$ cat config.mk
export PLATFORM = sky130hd
export DESIGN_NAME = uart_tx_arbiter
export DESIGN_NICKNAME = d
export VERILOG_FILES = /design/src/rtl/uart_arb_pkg.sv /design/src/rtl/uart_tx_arbiter_pick.sv /design/src/rtl/uart_tx_arbiter.sv
export SDC_FILE = /design/constraint.sdc
export NUM_CORES = 1
export LEC_CHECK = 0
export CORE_UTILIZATION = 28
export DETAILED_ROUTE_END_ITERATION = 10
export GPL_TIMING_DRIVEN = 0
export PLACE_DENSITY_LB_ADDON = 0.15
export SYNTH_ARGS = -nofsm -noshare
export SYNTH_HDL_FRONTEND = slang
export SYNTH_SLANG_ARGS = --single-unit
$ cat constraint.sdc
create_clock -name i_Clk -period 3.8 [get_ports i_Clk]
set_clock_uncertainty 0.2 [all_clocks]
set_input_delay 0.76 -clock i_Clk [delete_from_list [all_inputs] [get_ports i_Clk]]
set_output_delay 0.76 -clock i_Clk [all_outputs]
set_load 0.01 [all_outputs]
$ cat src/rtl/uart_arb_pkg.sv
// Shared types and defaults for the UART transmit arbiter.
// Imported by the arbiter top and its round-robin picker.
package uart_arb_pkg;

  localparam int N_REQ_DEF   = 2;
  localparam int DATA_W_DEF  = 8;
  localparam int BUSY_TO_DEF = 4;

  localparam int ST_W    = 2;
  localparam int MAX_REQ = 8;
  localparam int MAX_IW  = 3;

  typedef enum logic [ST_W-1:0] {
    IDLE,
    LAUNCH,
    WAIT_RISE,
    WAIT_FALL
  } state_e;

  function automatic logic [MAX_IW-1:0] oh2idx(
    input logic [MAX_REQ-1:0] oh
  );
    logic [MAX_IW-1:0] idx;
    idx = '0;
    for (int i = 0; i < MAX_REQ; i++) begin
      if (oh[i]) idx = idx | MAX_IW'(i);
    end
    return idx;
  endfunction

endpackage

$ cat src/rtl/uart_tx_arbiter_pick.sv
// Round-robin winner select: first masked request after the pointer.
// Doubling the vector turns wrap-around into a plain low-bit search.
module rr_priority_pick #(
  parameter int N = 2,
  localparam int IW = $clog2(N)
) (
  input  logic [N-1:0]  i_req,
  input  logic [IW-1:0] i_ptr,
  input  logic [N-1:0]  i_mask,
  output logic [IW-1:0] o_idx,
  output logic          o_valid
);

  logic [N-1:0]   req_m;
  logic [2*N-1:0] dbl;
  logic [N-1:0]   rot;

  always_comb begin
    req_m   = i_req & i_mask;
    dbl     = {req_m, req_m};
    rot     = N'(dbl >> (32'(i_ptr) + 32'd1));
    o_idx   = '0;
    o_valid = 1'b0;
    for (int i = N - 1; i >= 0; i--) begin
      if (rot[i]) begin
        o_valid = 1'b1;
        o_idx   = IW'((32'(i_ptr) + 32'd1 + 32'(i)) % 32'(N));
      end
    end
  end

endmodule

$ cat src/rtl/uart_tx_arbiter.sv
// Shares one UART transmitter between N_REQ byte sources with
// round-robin arbitration, message lock and send/busy sequencing.
module uart_tx_arbiter
  import uart_arb_pkg::*;
#(
  parameter int N_REQ   = N_REQ_DEF,
  parameter int DATA_W  = DATA_W_DEF,
  parameter int BUSY_TO = BUSY_TO_DEF
) (
  input  logic                    i_Clk,
  input  logic                    i_Rst,
  input  logic [N_REQ-1:0]        i_req,
  input  logic [N_REQ-1:0]        i_lock,
  input  logic [N_REQ*DATA_W-1:0] i_data,
  output logic [N_REQ-1:0]        o_ack,
  output logic [N_REQ-1:0]        o_grant,
  input  logic                    i_tx_busy,
  output logic                    o_tx_send,
  output logic [DATA_W-1:0]       o_tx_data,
  output logic                    o_active,
  output logic                    o_timeout
);

  localparam int IW = $clog2(N_REQ);
  localparam int CW = $clog2(BUSY_TO + 1);

  state_e             state_q, state_d;
  logic [IW-1:0]      rr_q, rr_d;
  logic [N_REQ-1:0]   grant_q, grant_d;
  logic [N_REQ-1:0]   ack_q, ack_d;
  logic [DATA_W-1:0]  data_q, data_d;
  logic               send_q, send_d;
  logic               active_q, active_d;
  logic               to_q, to_d;
  logic               lock_q, lock_d;
  logic [CW-1:0]      cnt_q, cnt_d;
  logic [CW-1:0]      cnt_inc;

  logic               lock_hold;
  logic [N_REQ-1:0]   pick_mask;
  logic [IW-1:0]      win;
  logic               win_v;

  // While the owner keeps its lock, only the owner may win.
  assign lock_hold = lock_q & (|(i_lock & grant_q));
  assign pick_mask = lock_hold ? grant_q : '1;

  rr_priority_pick #(
    .N (N_REQ)
  ) u_pick (
    .i_req   (i_req),
    .i_ptr   (rr_q),
    .i_mask  (pick_mask),
    .o_idx   (win),
    .o_valid (win_v)
  );

  always_comb begin
    state_d = state_q;
    rr_d    = rr_q;
    grant_d = grant_q;
    data_d  = data_q;
    lock_d  = lock_q;
    cnt_d   = cnt_q;
    ack_d   = '0;
    send_d  = 1'b0;
    to_d    = 1'b0;
    cnt_inc = cnt_q + CW'(1);
    unique case (state_q)
      IDLE: begin
        if (!i_tx_busy) begin
          if (lock_q && !lock_hold) lock_d = 1'b0;
          if (win_v) begin
            data_d       = i_data[32'(win)*DATA_W +: DATA_W];
            grant_d      = '0;
            grant_d[win] = 1'b1;
            ack_d        = grant_d;
            rr_d         = win;
            send_d       = 1'b1;
            state_d      = LAUNCH;
          end
        end
      end
      LAUNCH: begin
        lock_d  = |(i_lock & grant_q);
        cnt_d   = '0;
        state_d = WAIT_RISE;
      end
      WAIT_RISE: begin
        if (i_tx_busy) begin
          state_d = WAIT_FALL;
        end else begin
          cnt_d = cnt_inc;
          // Give up and treat the byte as sent; Serial never started.
          if (cnt_inc == CW'(BUSY_TO - 1)) begin
            to_d    = 1'b1;
            state_d = IDLE;
          end
        end
      end
      WAIT_FALL: begin
        if (!i_tx_busy) state_d = IDLE;
      end
      default: state_d = IDLE;
    endcase
    active_d = (state_d != IDLE);
  end

  always_ff @(posedge i_Clk or posedge i_Rst) begin
    if (i_Rst) begin
      state_q  <= IDLE;
      rr_q     <= IW'(N_REQ - 1);
      grant_q  <= '0;
      ack_q    <= '0;
      data_q   <= '0;
      send_q   <= 1'b0;
      active_q <= 1'b0;
      to_q     <= 1'b0;
      lock_q   <= 1'b0;
      cnt_q    <= '0;
    end else begin
      state_q  <= state_d;
      rr_q     <= rr_d;
      grant_q  <= grant_d;
      ack_q    <= ack_d;
      data_q   <= data_d;
      send_q   <= send_d;
      active_q <= active_d;
      to_q     <= to_d;
      lock_q   <= lock_d;
      cnt_q    <= cnt_d;
    end
  end

  assign o_ack     = ack_q;
  assign o_grant   = grant_q;
  assign o_tx_send = send_q;
  assign o_tx_data = data_q;
  assign o_active  = active_q;
  assign o_timeout = to_q;

endmodule

==> results.md <==
- RSZ-0062 raised after global routing: no
- Via count: around 860
- Worst-skew pair later-pin latency: roughly 0.30 ns
- Startpoint types: primary input
- Syn_nets: roughly 120
- Sw Ratio: 0.344
- Post-layout min period: between 2 and 2.5 ns
- Largest net degree at the start of global routing: 23
- Internal power: between 600 and 700 µW
- Power per Cell Area: about 630 nW/µm²
- Final hold vios: 0
- NetSw: 320 µW
- Synth Flop Type: dfrtp_1
- Async S/R FF share, synth: 1.00
- Synthesized area: 1030 µm²
- Fin Hold WS: around 0.30 ns
- Final Cell Area: around 1500 µm²
- HPWL after DPL: approximately 1700 µm
- Ant diodes: 0
- Synthesis-stage register bit count: 22
- Logic gate share of total power: 0.461
- EDFF count, synth: 0
- Least-Margin Pin Slew: 0.819 ns
- Placed inst area: between 1000 and 1500 µm²
- Yosys top cell area share: 0.512
- Rows: 21
- Crit path required time: ~3.8 ns
- Final slew viol count: 0
- Max-slew headroom: 0.454
- Vias in the first global route: 900
- First-pass DRT Iterations: 4
- Wirelength, routed: around 2200 µm
- Post-route ant nets: 0
- Die area: about 3900 µm²
- Hold Buf Count CTS: 0
- Clock Path Buffers: 2
- Starting Density: 0.300
- Top-count cell post-synth: dfrtp_1
- Violation count after the first detailed-route iteration: 15
- Clock share of power: 0.117
- Area grow syn2layout: 44.3%
- Setup TNS: 0 ns
- Grt ovf: 0
- Final nets: ~160
- Initial antenna violation count: 0
- Top cells by area, synth: dfrtp_1 51%, a221o_1 3.9%, mux2i_1 3.9%
- Commonest cells in the netlist: 21 x dfrtp_1, 9 x inv_1, 9 x nand2_1
- Worst EP arrival: roughly 2.5 ns
- First-pass GRT wire length: 3940 µm
- CP Max Fanout: 9
- Residual DRC: 0
- H-tree depth: 1
- Worst ir drop on vdd: around 0.26 mV
- Root Buffer: clkbuf_4
- Cts bufs inserted: 3
- Die width: 62.5 µm
- Leakage: between 0.0006 and 0.0007 µW
- F_max: approximately 0.41 GHz
- Pre-CTS setup slack: between 1 and 1.5 ns
- Average cell area after synthesis: about 11 µm²
- CORE AREA: 3420 µm²
- Share of layout cells above drive strength 1: 0.0815
- Hold WC Path Type: flop to flop
- Num Clock Sinks: 22
- Post-CTS Setup Inserts: 0
- Slack of the critical path: 1.33 ns
- Port Buffer Count: 37
- Fill cells: 369
- Outcome: complete, no violations
- Clk slew on worst S/H paths: 0.12 ns
- Number of gates resized after CTS: 0
- Global placer's final weighted congestion: roughly 0.74
- Ports: 38
- Die Y: roughly 63 µm
- Endpoints failing setup: 0
- Sequential area share after synthesis: 0.538
- Top cell type by total area after synthesis: dfrtp_1
- Synthesis Warnings: 0
- Gr usage total: 0.128
- Cells after synthesis: 94
- Wirelength per Cell: ~12 µm
- Post-route clock period utilization: 0.649
- Crit Path Class: primary input to flop
- CTS tree: built
- Seq pwr share: 0.422
- Vias per cell: 4.73
- Max-cap viol count: 0
- Crit path capture type: flop
- Post-synth cell types: 34
[per-stage QoR]
step                cells  power (µW)  utilization
floorplan              94         635            -
global placement      177         825        0.426
detailed placement    177         834        0.426
CTS                   181         946        0.433
global route          181        1010        0.433
finish                181         931        0.433
[final timing paths]
kind | start | to | slack, ns | cells past startpoint
max | i_tx_busy | o_tx_data[5] | 1.33 | 4
min | o_tx_data[2] | o_tx_data[2] | 0.30 | 2
max reg2reg | state_q[1] | o_tx_data[5] | 1.81 | 4
min reg2reg | o_tx_data[2] | o_tx_data[2] | 0.30 | 2
max in group asynchronous | i_Rst | o_grant[0] | 2.19 | 2
min in group asynchronous | i_Rst | o_tx_data[6] | 0.70 | 2
[placed cells by master, fill, tap and decap left out, types with 2 or more instances in the layout]
master / count
a21oi_1: 6
a221o_1: 4
nand2_1: 9
o21ai_1: 4
nand2b_1: 2
a21o_1: 2
clkbuf_1: 2
dfrtp_1: 21
inv_1: 9
ha_1: 2
nor2_1: 3
clkbuf_4: 3
mux2i_1: 4
clkdlybuf4s50_1: 37
nor3_1: 5
o21ai_0: 2
[worst max-delay path: stages]
cell and delay, ns:
clkdlybuf4s50_1 0.54, or4b_4 0.53, a2bb2oi_2 0.24, a221o_1 0.40
[registers in the layout (all words and copies together), names as in the netlist]
name and cells:
o_grant 2, lock_q 1, o_tx_send 1, o_active 1
state_q 2, cnt_q 3, o_tx_data 8, o_ack 2
rr_q 1, o_timeout 1
[final cells by class]
cell class / count / area, µm² / share of cell area
well taps: 46 / 57.6 / 0.0389
clock buffers: 4 / 26.3 / 0.0178
repair buffers: 37 / 370 / 0.250
multi-input cells: 60 / 420 / 0.284
inverters: 9 / 33.8 / 0.0228
plain buffers: 3 / 20.0 / 0.0135
flip-flops and latches: 22 / 552 / 0.373
[metal layers]
metal	vias to the layer above	share of wire	global-route usage
met3	2	0.052	0.0255
met2	23	0.50	0.219
met5	-	0	0
met4	0	0.0059	0.0436
li1	420	-	-
met1	411	0.44	0.160
[cells by family (layout without fill, tap and decap cells)]
family | count (synthesis) | in the layout | share of synthesized area
XOR/XNOR | 1 | 1 | 0.00854
AO/OA/AOI/OAI | 25 | 25 | 0.177
buffers and inverters | 12 | 53 | 0.0524
AND/OR/NAND/NOR | 28 | 28 | 0.161
multiplexers | 4 | 4 | 0.0390
flip-flops | 22 | 22 | 0.538
adder cells (fa/ha/maj) | 2 | 2 | 0.0244
[power by group through the flow]
stage	clock network, µW	registers [µW]	logic, µW
floorplan	0	418	217
global placement	0	396	429
detailed placement	0	398	436
CTS	114	396	436
global route	129	408	475
finish	109	393	429
Power figures use the tool's default switching activity.
